--- src/rtl/rtc_bus_if.sv ---
// rtc_bus_if: request/response and multiplexed AD-bus signals of the RTC bus stage
interface rtc_bus_if;
    logic       req_rd, req_wr;
    logic [7:0] addr, wdata, rdata;
    logic       busy, done, wr_err;
    logic [7:0] ad_out, ad_in;
    logic       ad_oe, ad_sel, cs_n, rd_n, wr_n;
    modport master (
        output req_rd, req_wr, addr, wdata, ad_in,
        input  rdata, busy, done, wr_err, ad_out, ad_oe, ad_sel, cs_n, rd_n, wr_n
    );
    modport slave (
        input  req_rd, req_wr, addr, wdata, ad_in,
        output rdata, busy, done, wr_err, ad_out, ad_oe, ad_sel, cs_n, rd_n, wr_n
    );
endinterface

--- src/rtl/rtc_bus_ctrl.sv ---
// rtc_bus_ctrl: turns single-cycle read/write requests into timed RTC address/data bus cycles
// Optional RTC_BUS_WRITE_VERIFY_EN adds a read-back after every write and flags mismatches on wr_err.
module rtc_bus_ctrl #(
    parameter int unsigned T_SETUP = 4,
    parameter int unsigned T_PULSE = 8,
    parameter int unsigned T_HOLD  = 4,
    parameter int unsigned T_GAP   = 10
) (
    input  logic       clk,
    input  logic       reset,
    rtc_bus_if.slave   bus
);
    typedef enum logic [2:0] {IDLE, A_SETUP, A_STROBE, A_HOLD, D_SETUP, D_STROBE, D_HOLD, GAP} state_t;
    state_t     state, nxt;
    logic [7:0] cnt, nxt_cnt, addr_q, wdata_q, addr_n, wdata_n;
    logic       wr_q, vfy, wr_op_n, vfy_n, rd_op, a_ph, d_ph;

    function automatic logic [7:0] dur(state_t s);
        return s inside {A_SETUP, D_SETUP}  ? 8'(T_SETUP - 1) :
               s inside {A_STROBE, D_STROBE} ? 8'(T_PULSE - 1) :
               s inside {A_HOLD, D_HOLD}     ? 8'(T_HOLD - 1)  :
               s == GAP                      ? 8'(T_GAP - 1)   : 8'd0;
    endfunction

    always_comb begin
        nxt     = state;
        nxt_cnt = cnt - 8'd1;
        addr_n  = addr_q;
        wdata_n = wdata_q;
        wr_op_n = wr_q;
        vfy_n   = vfy;
        if (state == IDLE) begin
            if (bus.req_wr || bus.req_rd) begin
                nxt     = A_SETUP;
                addr_n  = bus.addr;
                wdata_n = bus.wdata;
                wr_op_n = bus.req_wr;
                vfy_n   = 1'b0;
            end
        end else if (cnt == 8'd0) begin
            nxt = state == GAP ? IDLE : state_t'(state + 3'd1);
`ifdef RTC_BUS_WRITE_VERIFY_EN
            if (state == D_HOLD && wr_q && !vfy) begin
                nxt   = A_SETUP;
                vfy_n = 1'b1;
            end
`endif
        end
        if (nxt != state) nxt_cnt = dur(nxt);
        // the verify pass of a write behaves exactly like a read
        rd_op = !wr_op_n || vfy_n;
        a_ph  = nxt inside {A_SETUP, A_STROBE, A_HOLD};
        d_ph  = nxt inside {D_SETUP, D_STROBE, D_HOLD};
    end

    always_ff @(posedge clk or posedge reset) begin
        if (reset) begin
            state      <= IDLE;
            cnt        <= 8'd0;
            addr_q     <= 8'd0;
            wdata_q    <= 8'd0;
            wr_q       <= 1'b0;
            vfy        <= 1'b0;
            bus.busy   <= 1'b0;
            bus.done   <= 1'b0;
            bus.cs_n   <= 1'b1;
            bus.rd_n   <= 1'b1;
            bus.wr_n   <= 1'b1;
            bus.ad_sel <= 1'b0;
            bus.ad_oe  <= 1'b0;
            bus.ad_out <= 8'd0;
            bus.rdata  <= 8'd0;
            bus.wr_err <= 1'b0;
        end else begin
            state      <= nxt;
            cnt        <= nxt_cnt;
            addr_q     <= addr_n;
            wdata_q    <= wdata_n;
            wr_q       <= wr_op_n;
            vfy        <= vfy_n;
            bus.busy   <= nxt != IDLE;
            bus.done   <= nxt == GAP && state != GAP;
            bus.cs_n   <= !(a_ph || d_ph);
            bus.ad_sel <= d_ph;
            bus.ad_oe  <= a_ph || (d_ph && !rd_op);
            bus.ad_out <= a_ph ? addr_n : d_ph ? wdata_n : 8'd0;
            bus.wr_n   <= !(nxt == A_STROBE || (nxt == D_STROBE && !rd_op));
            bus.rd_n   <= !(nxt == D_STROBE && rd_op);
            if (state == D_STROBE && cnt == 8'd0 && (!wr_q || vfy)) bus.rdata <= bus.ad_in;
`ifdef RTC_BUS_WRITE_VERIFY_EN
            if (nxt == GAP && state != GAP) bus.wr_err <= wr_q && bus.rdata != wdata_q;
`else
            bus.wr_err <= 1'b0;
`endif
        end
    end
endmodule

--- src/flat_wrapper.sv ---
// flat-port wrapper written by rule: the top's interface ports become plain ports
module rtc_bus_ctrl_flat 
#(
    parameter int unsigned T_SETUP = 4,
    parameter int unsigned T_PULSE = 8,
    parameter int unsigned T_HOLD  = 4,
    parameter int unsigned T_GAP   = 10
)
  (clk, reset, bus_req_rd, bus_req_wr, bus_addr, bus_wdata, bus_ad_in, bus_rdata, bus_busy, bus_done, bus_wr_err, bus_ad_out, bus_ad_oe, bus_ad_sel, bus_cs_n, bus_rd_n, bus_wr_n);
  rtc_bus_if bus_i ();
  input  logic clk;
  input  logic reset;
  input wire logic [$bits(bus_i.req_rd)-1:0] bus_req_rd;
  input wire logic [$bits(bus_i.req_wr)-1:0] bus_req_wr;
  input wire logic [$bits(bus_i.addr)-1:0] bus_addr;
  input wire logic [$bits(bus_i.wdata)-1:0] bus_wdata;
  input wire logic [$bits(bus_i.ad_in)-1:0] bus_ad_in;
  output wire logic [$bits(bus_i.rdata)-1:0] bus_rdata;
  output wire logic [$bits(bus_i.busy)-1:0] bus_busy;
  output wire logic [$bits(bus_i.done)-1:0] bus_done;
  output wire logic [$bits(bus_i.wr_err)-1:0] bus_wr_err;
  output wire logic [$bits(bus_i.ad_out)-1:0] bus_ad_out;
  output wire logic [$bits(bus_i.ad_oe)-1:0] bus_ad_oe;
  output wire logic [$bits(bus_i.ad_sel)-1:0] bus_ad_sel;
  output wire logic [$bits(bus_i.cs_n)-1:0] bus_cs_n;
  output wire logic [$bits(bus_i.rd_n)-1:0] bus_rd_n;
  output wire logic [$bits(bus_i.wr_n)-1:0] bus_wr_n;
  assign bus_i.req_rd = bus_req_rd;
  assign bus_i.req_wr = bus_req_wr;
  assign bus_i.addr = bus_addr;
  assign bus_i.wdata = bus_wdata;
  assign bus_i.ad_in = bus_ad_in;
  assign bus_rdata = bus_i.rdata;
  assign bus_busy = bus_i.busy;
  assign bus_done = bus_i.done;
  assign bus_wr_err = bus_i.wr_err;
  assign bus_ad_out = bus_i.ad_out;
  assign bus_ad_oe = bus_i.ad_oe;
  assign bus_ad_sel = bus_i.ad_sel;
  assign bus_cs_n = bus_i.cs_n;
  assign bus_rd_n = bus_i.rd_n;
  assign bus_wr_n = bus_i.wr_n;
  rtc_bus_ctrl #(.T_SETUP(T_SETUP), .T_PULSE(T_PULSE), .T_HOLD(T_HOLD), .T_GAP(T_GAP)) u_core (.clk(clk), .reset(reset), .bus(bus_i));
endmodule
--- config.mk ---
export PLATFORM = sky130hd
export DESIGN_NAME = rtc_bus_ctrl_flat
export DESIGN_NICKNAME = d
export VERILOG_FILES = /design/src/rtl/rtc_bus_if.sv /design/src/rtl/rtc_bus_ctrl.sv /design/src/flat_wrapper.sv
export SDC_FILE = /design/constraint.sdc
export NUM_CORES = 1
export LEC_CHECK = 0
export ABC_AREA = 1
export CAP_MARGIN = 5
export CORE_UTILIZATION = 50
export DETAILED_ROUTE_END_ITERATION = 16
export GPL_TIMING_DRIVEN = 0
export PLACE_DENSITY = 0.77
export SLEW_MARGIN = 20
export SYNTH_ARGS = -nofsm -noshare
export SYNTH_HDL_FRONTEND = slang
export SYNTH_SLANG_ARGS = --single-unit
--- constraint.sdc ---
create_clock -name clk -period 2.37 [get_ports clk]
set_input_delay 0.474 -clock clk [delete_from_list [all_inputs] [get_ports clk]]
set_output_delay 0.474 -clock clk [all_outputs]
set_load 0.01 [all_outputs]
# ---- After elaboration in Yosys (flattened, before gate mapping)
# Index checks and enable logic that the tools add are counted.
dict set report word_totals {
  regBits 52
  latchBits 0
  ram_bits 0
  romBits 0
  inputBits 28
  out_inout_bits 24
  n_memories 0
}
dict set report classes {
  addsub 2
  multipliers 0
  n_div 0
  magnitude_cmp 0
  eq_ne 11
  shift 0
  n_mux 19
  bitwise_logic 0
  reduce_logical 26
}
# cell count
set op_table {}
lappend op_table {{$mux W8} 10}
lappend op_table {{$eq A3 B3 Y1 const B} 6}
lappend op_table {{$mux W3} 4}
lappend op_table {{$reduce_bool A3 Y1} 3}
lappend op_table {{$logic_not A8 Y1} 1}
lappend op_table {{$sub A8 B1 Y8 const B} 1}
lappend op_table {{$eq A3 B2 Y1 const B} 2}
lappend op_table {{$logic_and A1 B1 Y1} 6}
lappend op_table {{$logic_not A1 Y1} 6}
lappend op_table {{$logic_or A1 B1 Y1} 6}
lappend op_table {{$reduce_bool A2 Y1} 3}
lappend op_table {{$mux W1} 4}
lappend op_table {{$mux W4} 1}
lappend op_table {{$add A3 B1 Y3 const B} 1}
lappend op_table {{$eq A3 B1 Y1 const B} 1}
lappend op_table {{$logic_not A3 Y1} 1}
lappend op_table {{$ne A3 B3 Y1} 1}
lappend op_table {{$ne A3 B3 Y1 const B} 1}

# ---- Longest topological paths before layout
dict set report logic_depth {
  depth_word 10
  ltp_mapped 14
  depth_no_buf 14
}

# ---- Least setup slack after synthesis
# No wires, ideal clock.
dict set report synth_timing {
  kind {reg-to-reg}
  startpoint {reg u_core.state[0]}
  endpoint {reg u_core.cnt[1]}
  setup_ps 117
  arrival_ps 1713
  t_required_ps 2253
  setup_slack_ps 540
  path_stages_with_launch 15
  path_buffers 0
  synth_period_minus_slack_ps 1830
  cell_sequence {dfrtp_1 -> ha_1 -> ha_1 -> inv_1 -> nand2_1 -> nand2_1 -> inv_1 -> nand2_2 -> nand2_1 -> nand2_1 -> nand2_1 -> nor2_2 -> nand2_2 -> nand2_1 -> nand2_1}
}
dict set report synth_via {
  elab_chain_len 10
  word_cells_on_any_way 21
  classes_between {add/sub (1); eq/ne (8); mux (8); reduce/logical (4)}
}
# element line_no
set synth_lines {}
lappend synth_lines {{start: declaration} rtc_bus_ctrl.sv:14} ;# state_t state, nxt;
lappend synth_lines {{start signal: assignment} rtc_bus_ctrl.sv:75} ;# state <= nxt;
lappend synth_lines {{$add A3 B1 Y3 / $eq A3 B3 Y1 (equally long branches)} rtc_bus_ctrl.sv:41} ;# nxt = state == GAP ? IDLE : state_t'(state + 3'd1);
lappend synth_lines {{$mux W3} rtc_bus_ctrl.sv:41}
lappend synth_lines {{$mux W3} rtc_bus_ctrl.sv:40} ;# end else if (cnt == 8'd0) begin
lappend synth_lines {{$mux W3} rtc_bus_ctrl.sv:32} ;# if (state == IDLE) begin
lappend synth_lines {{$eq A3 B2 Y1 / $eq A3 B3 Y1 (equally long branches)} rtc_bus_ctrl.sv:21} ;# s inside {A_HOLD, D_HOLD} ? 8'(T_HOLD - 1) :
lappend synth_lines {{$reduce_bool A2 Y1} rtc_bus_ctrl.sv:21}
lappend synth_lines {{$mux W8} rtc_bus_ctrl.sv:21}
lappend synth_lines {{$mux W8} rtc_bus_ctrl.sv:20} ;# s inside {A_STROBE, D_STROBE} ? 8'(T_PULSE - 1) :
lappend synth_lines {{$mux W8} rtc_bus_ctrl.sv:19} ;# return s inside {A_SETUP, D_SETUP} ? 8'(T_SETUP - 1) :
lappend synth_lines {{$mux W8 *} rtc_bus_ctrl.sv:49} ;# if (nxt != state) nxt_cnt = dur(nxt);
lappend synth_lines {{net u_core.nxt_cnt[1]} rtc_bus_ctrl.sv:15} ;# logic [7:0] cnt, nxt_cnt, addr_q, wdata_q, addr_n, wdata_n;
lappend synth_lines {{end signal: assignment} rtc_bus_ctrl.sv:76} ;# cnt <= nxt_cnt;
lappend synth_lines {{end: declaration} rtc_bus_ctrl.sv:15}
# The timed path passes the listed nets; every way through them passes the cells marked *.
# A chain may end at the register's enable or synchronous reset.

# ---- Final worst setup path
dict set report layout_timing {
  startpoint {reg u_core.state[0]}
  endpoint {reg u_core.cnt[2]}
}
# The elaborated chain is that of the path after synthesis.

==> metrics <==
run status=complete, no violations; Remaining DRCs=0; Synth top area share=50.8%; sequential power share=37.0%; Detailed Route Iter0 Violations=81; post-synth cell types=30; Reg2Reg Depth=14; fmax=476 MHz; DP Wirelength=3200 um; Worst VDD drop=0.601 mV; Worst setup SP type=flop; RD Place Congestion=0.811; Fillers=359; crit path time final=2100 ps; Async S/R FF share, synth=100%; Worst-path clk slew=100 ps; Worst Path Required=2580 ps; Synth area leaders=dfrtp_1 (51%), nand2_1 (14%), nand2_2 (3.9%); Total GRT Usage=19.2%; Final Skew=8.16 ps; post-synth top area cell=dfrtp_1; Avg WL per Cell=12.0 um; Mean Syn Cell Area=9.47 sq um; CTS Buffer Depth=2; die area=5110 sq um; Worst Setup End Kind=flop; Worst-Margin Slew=517 ps; Skew-Pair Late Insertion Delay=310 ps; Horiz. Die Dim=71.5 um; Rel. slew slack=65.5%; FP Rows=24; flop2flop setup slack=270 ps; vias per cell=4.82; RSZ-0062 raised after global routing=false; Non-Filler Instances=366; top-count cell post-synth=nand2_1; Post-Syn Area=2410 sq um; Multi-input gate area=990 sq um; CTS hold repair buffers=0; most frequent cells after synthesis=nand2_1 (90), dfrtp_1 (49), inv_1 (16); post-CTS setup buffers=0; switching power=1.57 mW; Initial Utilization=53.6%; P_leak=1.55 nW; io pins=52; layout cells sized above 1=19.4%; global route overflow=0; # Max-Cap Violations=0; fin crit share=88.6%; Max Slew Vio Count=0; synthesized netlist cell count=255; final wirelength=4410 um; Yosys reg bits=52; Post-synth EDFFs=0; CP arrival=2310 ps; die height=71.5 um; first-pass GRT wire length=7530 um; Reg area=1310 sq um; CTS tree=done; TritonCTS Buffers=5; vias=1765; clk sinks=52; reg-to-reg startpoint=u_core.state[0]$_DFF_PP0_; port bufs=50; switching share of power=41.6%; crit-path max FO=8; Comb power frac=49.8%; endpoints failing hold=0; Worst Hold Class=flop to flop; CP startpoint=u_core.state[0]$_DFF_PP0_; final setup vio count=0; CTS Root Cell=clkbuf_8; critical path class=flop to flop; vias in the first global route=1710; top_reg_cell synth=dfrtp_1; fin nets=347; crit path to=u_core.cnt[2]$_DFF_PP0_; Clk network pwr share=13.1%; RR Endpoint=u_core.cnt[2]$_DFF_PP0_; antenna cells=0; Yosys warnings=0; sequential area share after synthesis=54.0%; largest net degree at the start of global routing=31; Resize count post-CTS=0; Antenna Nets Post-Route=0; initial antenna violation count=0; area delta synth->final=27.9%; CTS H-Tree Depth=2; dpl cells=358; post-synth net total=289; pwr/cell area=1230 nW/um^2; total power=3.79 mW; Std-Cell Core Area=4500 sq um; Pre-antenna DRT Iters=4; Int Pwr=2.21 mW
-- metal layers --
metal / global-route usage, % / wire length (um)
met5: 0 / 0
met4: 7.41 / 84
met3: 5.06 / 208
met2: 31.5 / 2020
met1: 24.5 / 2100
-- cell usage in the layout (no fill, tap or decap), drive strengths merged, types with 3 or more instances in the layout --
master         count
nand2            111
clkdlybuf4s50     50
dfrtp             49
inv               21
nor2              18
nand3             13
mux2               8
ha                 6
o21ai              6
buf                6
xor2               5
clkbuf             5
nand4              3
dfstp              3
clkinv             3
-- through the flow --
step	instance area [sq um]	setup WS [ps]	TNS (ps)	util, %	hold WS, ps
final	3090	271	0	68.6	483
after CTS	3090	258	0	68.6	481
after detailed placement	3000	290	0	66.6	457
after global routing	3090	93.0	0	68.6	511
after global placement	2980	-329	-16010	66.2	452
after floorplan	2410	540	0	-	438
-- kinds of logic after synthesis --
group | synth area share (%)
other | 0.155
AOI/OAI and AO/OA | 2.23
adders and majority gates | 3.11
xor gates and xnor gates | 2.18
and+or+nand+nor | 29.6
buffers and inverters | 4.97
DFF | 54.0
muxes | 3.73
-- cell type report --
class | instances | share of cell area [%]
inverter | 21 | 2.71
timing repair buffer | 51 | 16.9
multi-input combinational | 177 | 32.1
clock buffer | 5 | 2.23
buffer | 5 | 1.18
tap | 52 | 2.11
sequential | 52 | 42.3
clock inverter | 3 | 0.608
-- sequential cells by signal, indices dropped and copies added, names as in the netlist --
name and count:
u_core.bus.busy 1, u_core.bus.cs_n 1, u_core.cnt 8, u_core.addr_q 8, u_core.wr_q 1, u_core.bus.ad_out 8, u_core.vfy 1, u_core.bus.ad_oe 1
u_core.bus.ad_sel 1, u_core.state 3, u_core.bus.wr_n 1, u_core.bus.done 1, u_core.bus.rd_n 1, u_core.wdata_q 8, u_core.bus.rdata 8
-- how the worst min path moves through the flow --
stage	start	to	slack (ps)	cells past startpoint
detailed placement	u_core.addr_q[0]$_DFF_PP0_	u_core.addr_q[0]$_DFF_PP0_	460	2
global placement	u_core.addr_q[6]$_DFF_PP0_	u_core.addr_q[6]$_DFF_PP0_	450	2
global route	u_core.wdata_q[4]$_DFF_PP0_	u_core.wdata_q[4]$_DFF_PP0_	510	2
CTS	u_core.addr_q[0]$_DFF_PP0_	u_core.addr_q[0]$_DFF_PP0_	480	2
finish	u_core.addr_q[5]$_DFF_PP0_	u_core.addr_q[5]$_DFF_PP0_	480	2
floorplan	u_core.addr_q[0]$_DFF_PP0_	u_core.addr_q[0]$_DFF_PP0_	440	2
-- critical path, stage by stage (launching register included) --
cell,delay (ps)
dfrtp_1,500
ha_1,250
ha_1,210
inv_1,60
nand2_1,40
nand2_1,70
inv_1,50
nand2_2,70
nand2_1,70
nand2_1,60
nand2_1,60
nor2_2,230
nand2_2,170
nand2_1,110
nand2_1,50
-- power by group through the flow --
stage | Combinational (mW) | Sequential, mW | Clock [mW]
2_1_floorplan | 1.27 | 1.46 | 0
3_3_place_gp | 1.85 | 1.41 | 0
3_5_place_dp | 1.89 | 1.42 | 0
4_1_cts | 1.91 | 1.41 | 0.514
5_1_grt | 2.12 | 1.44 | 0.537
6_report | 1.89 | 1.40 | 0.497
(Power assumes the default switching activity.)
